--- config.mk ---
export PLATFORM = sky130hd
export DESIGN_NAME = ex_mem_skid
export DESIGN_NICKNAME = d
export VERILOG_FILES = /design/src/rtl/ex_mem_skid_pkg.sv /design/src/rtl/ex_mem_skid_buf.sv /design/src/rtl/ex_mem_skid.sv
export SDC_FILE = /design/constraint.sdc
export NUM_CORES = 1
export LEC_CHECK = 0
export CAP_MARGIN = 20
export CORE_ASPECT_RATIO = 1.25
export CORE_UTILIZATION = 44
export DETAILED_ROUTE_END_ITERATION = 6
export PLACE_DENSITY = 0.78
export SETUP_SLACK_MARGIN = 0.1
export SYNTH_ARGS = -nofsm -noshare
export SYNTH_HDL_FRONTEND = slang
export SYNTH_HIERARCHICAL = 1
export SYNTH_SLANG_ARGS = --single-unit
export TNS_END_PERCENT = 1
--- constraint.sdc ---
create_clock -name clk -period 4.7 [get_ports clk]
set_clock_uncertainty 0.2 [all_clocks]
set_input_delay 0.94 -clock clk [delete_from_list [all_inputs] [get_ports clk]]
set_output_delay 0.94 -clock clk [all_outputs]
set_load 0.02 [all_outputs]
--- src/rtl/ex_mem_skid_pkg.sv ---
// Shared types for the EX->MEM skid stage.
// Optional stall counter is enabled with EXMEM_STALL_CNT_EN.
package ex_mem_skid_pkg;

  localparam int EXMEM_XLEN   = 32;
  localparam int EXMEM_REG_AW = 5;
  localparam int EXMEM_INST_W = 32;

  localparam logic [1:0] MEMCNF_NONE = 2'd0;
  localparam logic [1:0] MEMCNF_B    = 2'd1;
  localparam logic [1:0] MEMCNF_H    = 2'd2;
  localparam logic [1:0] MEMCNF_W    = 2'd3;

  localparam logic MEMWR_LOAD  = 1'b0;
  localparam logic MEMWR_STORE = 1'b1;

  typedef struct packed {
    logic [EXMEM_INST_W-1:0] inst;
    logic [EXMEM_REG_AW-1:0] wd;
    logic                    wreg;
    logic [EXMEM_XLEN-1:0]   wdata;
    logic [EXMEM_XLEN-1:0]   memaddr;
    logic                    memwr;
    logic [1:0]              memcnf;
    logic                    memsigned;
  } exmem_payload_t;

  typedef enum logic [1:0] {
    EMPTY = 2'd0,
    ONE   = 2'd1,
    TWO   = 2'd2
  } state_t;

endpackage

--- src/rtl/ex_mem_skid_buf.sv ---
// Generic 2-entry skid buffer; M drives the output, S absorbs
// the beat that arrives while ready is still registered high.
module skid_buf
  import ex_mem_skid_pkg::*;
#(
  parameter int W = 8
) (
  input  logic         clk,
  input  logic         rst,
  input  logic         flush,
  input  logic         in_valid_i,
  output logic         in_ready_o,
  input  logic [W-1:0] in_data_i,
  output logic         out_valid_o,
  input  logic         out_ready_i,
  output logic [W-1:0] out_data_o
);

  state_t       state_q;
  logic         rdy_q;
  logic [W-1:0] m_q;
  logic [W-1:0] s_q;
  logic         acc;
  logic         drn;

  assign acc         = in_valid_i & rdy_q;
  assign drn         = out_valid_o & out_ready_i;
  assign in_ready_o  = rdy_q;
  assign out_valid_o = (state_q != EMPTY);
  assign out_data_o  = m_q;

  always_ff @(posedge clk) begin
    if (rst) begin
      state_q <= EMPTY;
      rdy_q   <= 1'b1;
      m_q     <= '0;
      s_q     <= '0;
    end else if (flush) begin
      state_q <= EMPTY;
      rdy_q   <= 1'b1;
    end else begin
      unique case (state_q)
        EMPTY: begin
          if (acc) begin
            m_q     <= in_data_i;
            state_q <= ONE;
          end
        end
        ONE: begin
          if (acc && drn) begin
            m_q <= in_data_i;
          end else if (acc) begin
            s_q     <= in_data_i;
            state_q <= TWO;
            rdy_q   <= 1'b0;
          end else if (drn) begin
            state_q <= EMPTY;
          end
        end
        TWO: begin
          if (drn) begin
            m_q     <= s_q;
            state_q <= ONE;
            rdy_q   <= 1'b1;
          end
        end
        default: begin
          state_q <= EMPTY;
          rdy_q   <= 1'b1;
        end
      endcase
    end
  end

endmodule

--- src/rtl/ex_mem_skid.sv ---
// EX->MEM stage register with valid/ready and a 2-entry skid.
// Define EXMEM_STALL_CNT_EN to add the saturating stall_cnt output.
module ex_mem_skid
  import ex_mem_skid_pkg::*;
#(
  parameter int XLEN   = 32,
  parameter int REG_AW = 5,
  parameter int INST_W = 32
) (
  input  logic              clk,
  input  logic              rst,
  input  logic              flush,
  input  logic              in_valid,
  output logic              in_ready,
  input  logic [REG_AW-1:0] ex_wd,
  input  logic              ex_wreg,
  input  logic [XLEN-1:0]   ex_wdata,
  input  logic [XLEN-1:0]   ex_memaddr,
  input  logic              ex_memwr,
  input  logic [1:0]        ex_memcnf,
  input  logic              ex_memsigned,
  input  logic [INST_W-1:0] ex_inst,
`ifdef EXMEM_STALL_CNT_EN
  output logic [31:0]       stall_cnt,
`endif
  output logic              out_valid,
  input  logic              out_ready,
  output logic [REG_AW-1:0] mem_wd,
  output logic              mem_wreg,
  output logic [XLEN-1:0]   mem_wdata,
  output logic [XLEN-1:0]   mem_memaddr,
  output logic              mem_memwr,
  output logic [1:0]        mem_memcnf,
  output logic              mem_memsigned,
  output logic [INST_W-1:0] mem_inst
);

  // Same layout as exmem_payload_t, sized by this instance's parameters.
  typedef struct packed {
    logic [INST_W-1:0] inst;
    logic [REG_AW-1:0] wd;
    logic              wreg;
    logic [XLEN-1:0]   wdata;
    logic [XLEN-1:0]   memaddr;
    logic              memwr;
    logic [1:0]        memcnf;
    logic              memsigned;
  } payload_t;

  payload_t in_p;
  payload_t m_p;

  assign in_p.inst      = ex_inst;
  assign in_p.wd        = ex_wd;
  assign in_p.wreg      = ex_wreg;
  assign in_p.wdata     = ex_wdata;
  assign in_p.memaddr   = ex_memaddr;
  assign in_p.memwr     = ex_memwr;
  assign in_p.memcnf    = ex_memcnf;
  assign in_p.memsigned = ex_memsigned;

  skid_buf #(
    .W($bits(payload_t))
  ) u_skid (
    .clk        (clk),
    .rst        (rst),
    .flush      (flush),
    .in_valid_i (in_valid),
    .in_ready_o (in_ready),
    .in_data_i  (in_p),
    .out_valid_o(out_valid),
    .out_ready_i(out_ready),
    .out_data_o (m_p)
  );

  // A bubble must look like a NOP to MEM.
  assign mem_wd        = out_valid ? m_p.wd : '0;
  assign mem_wreg      = out_valid & m_p.wreg;
  assign mem_memcnf    = out_valid ? m_p.memcnf : MEMCNF_NONE;
  assign mem_wdata     = m_p.wdata;
  assign mem_memaddr   = m_p.memaddr;
  assign mem_memwr     = m_p.memwr;
  assign mem_memsigned = m_p.memsigned;
  assign mem_inst      = m_p.inst;

`ifdef EXMEM_STALL_CNT_EN
  logic [31:0] stall_q;

  always_ff @(posedge clk) begin
    if (rst) begin
      stall_q <= '0;
    end else if (out_valid && !out_ready && stall_q != '1) begin
      stall_q <= stall_q + 32'd1;
    end
  end

  assign stall_cnt = stall_q;
`endif

endmodule

==> metrics.md <==
| Metric | Value |
|---|---|
| Outcome | `finished clean` |
| Largest net degree at the start of global routing | `117` |
| Maxcap violations | `0` |
| Finished Layout Cells | `1379` |
| Dpl cell area | `0.0107 sq mm` |
| DR pass1 iterations | `4` |
| NetSw | `0.000994 W` |
| # diodes | `0` |
| Buffer count from post-CTS setup fixing | `0` |
| Synth top area cells | `dfxtp_1, mux2i_1, nand2_1` |
| Worst slew pin tran | `0.914 ns` |
| Setup TNS | `0 ns` |
| Dpl cells | `1340` |
| I/O Buffers | `218` |
| Synth Flop Type | `dfxtp_1` |
| Critical path type | `flip-flop to output port` |
| Routed len/inst | `15.0 microns` |
| Core footprint | `0.0188 sq mm` |
| First-pass GRT wire length | `33300 microns` |
| DP Wirelength | `13200 microns` |
| Die Width | `126 microns` |
| Min Tclk post-route | `3.18 ns` |
| Sw frac | `0.241` |
| Routed wire length | `20700 microns` |
| Post-synth top area share | `0.509` |
| Final count of negative-setup-slack endpoints | `0` |
| Die ar. | `0.0198 sq mm` |
| Met2 usage | `0.361` |
| Fin crit share | `0.677` |
| Clock buffer depth | `3` |
| Hold Vio Cnt, Final | `0` |
| FF-to-FF End | `u_skid/out_data_o[44]` |
| Async SR Flop Fraction | `0` |
| Hold_sp | `u_skid/s_q[40]` |
| Crit Path Max Fanout | `9` |
| Final Max Tran Viols | `0` |
| Leakage power | `4.62 nW` |
| Via count | `7154` |
| Starting DRT DRC Count | `379` |
| Number of flops mapped to enable cells by yosys | `0` |
| Internal | `0.00314 W` |
| Commonest cells after routing, fill and taps aside | `clkdlybuf4s50_1, dfxtp_1, nand2_1` |
| Register area share after synthesis | `0.509` |
| Pre-CTS setup slack | `1.31 ns` |
| Power density over the cells | `363 mW/mm^2` |
| Share of cells above drive strength 1 | `0.0453` |
| Clock Tree Root | `clkbuf_16` |
| Worst endpoint data arrival time | `2.04 ns` |
| Grt peak-use layer | `met2` |
| Yosys warns | `6` |
| Flop2flop setup slack | `2.28 ns` |
| Post-Syn Nets | `1070` |
| CTS Hold Bufs | `0` |
| Avg Cell Area, Syn | `8.82 sq um` |
| Most common cell after layout, fill and taps aside | `clkdlybuf4s50_1` |
| Power share of the clock group | `0.407` |
| Register area | `0.00430 sq mm` |
| Fill count | `1612` |
| Global Route Usage Sum | `0.205` |
| Fmax | `0.314 GHz` |
| Grt met3 use | `0.0323` |
| Reg-to-reg critical path startpoint | `u_skid/state_q[0]` |
| Initial core utilization | `0.451` |
| Final GP Congestion | `0.734` |
| Critical Path Sink Type | `output port` |
| Syn-to-layout area delta | `34.6%` |
| Cell taking the most area after synthesis | `dfxtp_1` |
| RSZ-0062 raised after global routing | `no` |
| Final Cell Area | `0.0114 sq mm` |
| Remaining global-route overflow | `0` |
| Headroom to the max-slew limit | `0.391` |
| GR Layer Usage met1 | `0.254` |
| Via density | `5.19` |
| Critical Path RT | `3.56 ns` |
| Cts repair resizes | `0` |
| Clock Sink Count | `215` |
| Worst reg2reg path depth | `4` |
| Rows | `56` |
| Layout net count | `1243` |
| Hold endpoint | `u_skid/s_q[40]` |
| Post-synthesis cell type count | `26` |
| Initial antenna violation count | `0` |
| CTS buffer count | `22` |
| Clock-pin slew on the worst setup and hold paths | `0.06 ns` |
| Die Height | `157 microns` |
| I/O Pins | `219` |
| Drt drc | `0` |
| Hold slack final | `0.252 ns` |
| Worst Hold Depth | `2` |
| CTS tree | `done` |
| Worst Setup Start Kind | `flip-flop` |
| Setup ws final | `1.52 ns` |
| Comb pwr share | `0.124` |
| Synthesized flop and latch total | `215` |
| H-tree levels | `1` |
| Mapped Cells | `959` |
| Hold Path Class | `flip-flop to flip-flop` |
| Mapped cell area | `0.00846 sq mm` |
| Clock Latency Late Sink | `0.49 ns` |
| Vias in the first global route | `6713` |
| Multi-input gate area | `0.00380 sq mm` |
| Worst vdd ir | `0.000243 V` |
| Seq pwr share | `0.469` |
| ANT nets after route | `0` |
## kinds of logic (layout without fill, tap and decap cells)
| family | after synthesis | count (layout) | share of synthesized area |
|---|---|---|---|
| buffers and inverters | 82 | 270 | 0.0458 |
| AND/OR/NAND/NOR | 338 | 338 | 0.158 |
| XOR/XNOR | 1 | 1 | 0.00104 |
| multiplexers | 106 | 106 | 0.125 |
| flip-flops | 215 | 215 | 0.509 |
| AO/OA/AOI/OAI | 217 | 217 | 0.161 |
## cell usage after synthesis (all sizes together) (2+ instances only)
library cell,count
a211oi,106
o21ai,2
a21oi,107
nand2,213
and2,8
or2,2
clkbuf,39
mux2i,106
buf,42
nor2,106
dfxtp,215
nor3b,2
nand3b,2
## sequential cells by signal (all words and copies together), names as in the netlist
register,cells
u_skid/out_data_o,106
u_skid/in_ready_o,1
u_skid/s_q,106
u_skid/state_q,2
## worst max path at each step
stage / from / end / slack, ns / cells past startpoint
floorplan: out_ready / u_skid/s_q[100] / 2.36 / 6
global placement: flush / u_skid/out_data_o[96] / 1.43 / 6
detailed placement: flush / u_skid/out_data_o[97] / 1.31 / 6
CTS: u_skid/state_q[1] / mem_wreg / 1.48 / 3
global route: u_skid/state_q[1] / mem_wreg / 1.43 / 3
finish: u_skid/state_q[1] / mem_wreg / 1.52 / 3
## critical path: stages, from the launching register on
cell             delay, ns
dfxtp_1               0.46
or2_2                 0.28
and2_1                0.16
clkdlybuf4s50_1       0.66
## cell type report
| type | count | share of cell area |
|---|---|---|
| timing repair buffer | 230 | 0.202 |
| clock inverter | 9 | 0.00670 |
| multi-input combinational | 662 | 0.333 |
| inverter | 1 | 0.000330 |
| sequential | 215 | 0.378 |
| tap | 232 | 0.0255 |
| clock buffer | 30 | 0.0546 |
## routing by layer
layer	vias to the layer above	share of wire
met2	194	0.50
met5	-	0
met3	37	0.053
met4	0	0.026
met1	3289	0.42
li1	3634	-
## power by group through the flow
| stage | Combinational [W] | Clock, W | Sequential [W] |
|---|---|---|---|
| 2_1_floorplan | 0.000181 | 0 | 0.00204 |
| 3_3_place_gp | 0.000506 | 0 | 0.00198 |
| 3_5_place_dp | 0.000515 | 0 | 0.00198 |
| 4_1_cts | 0.000517 | 0.00172 | 0.00194 |
| 5_1_grt | 0.000554 | 0.00179 | 0.00194 |
| 6_report | 0.000514 | 0.00168 | 0.00194 |
## metrics by stage
| stage | total power [W] | util |
|---|---|---|
| after floorplan | 0.00222 | - |
| after global placement | 0.00248 | 0.569 |
| after detailed placement | 0.00249 | 0.569 |
| after CTS | 0.00417 | 0.607 |
| after global routing | 0.00429 | 0.607 |
| final | 0.00413 | 0.607 |
No activity file was read; power rests on OpenSTA's default activity.
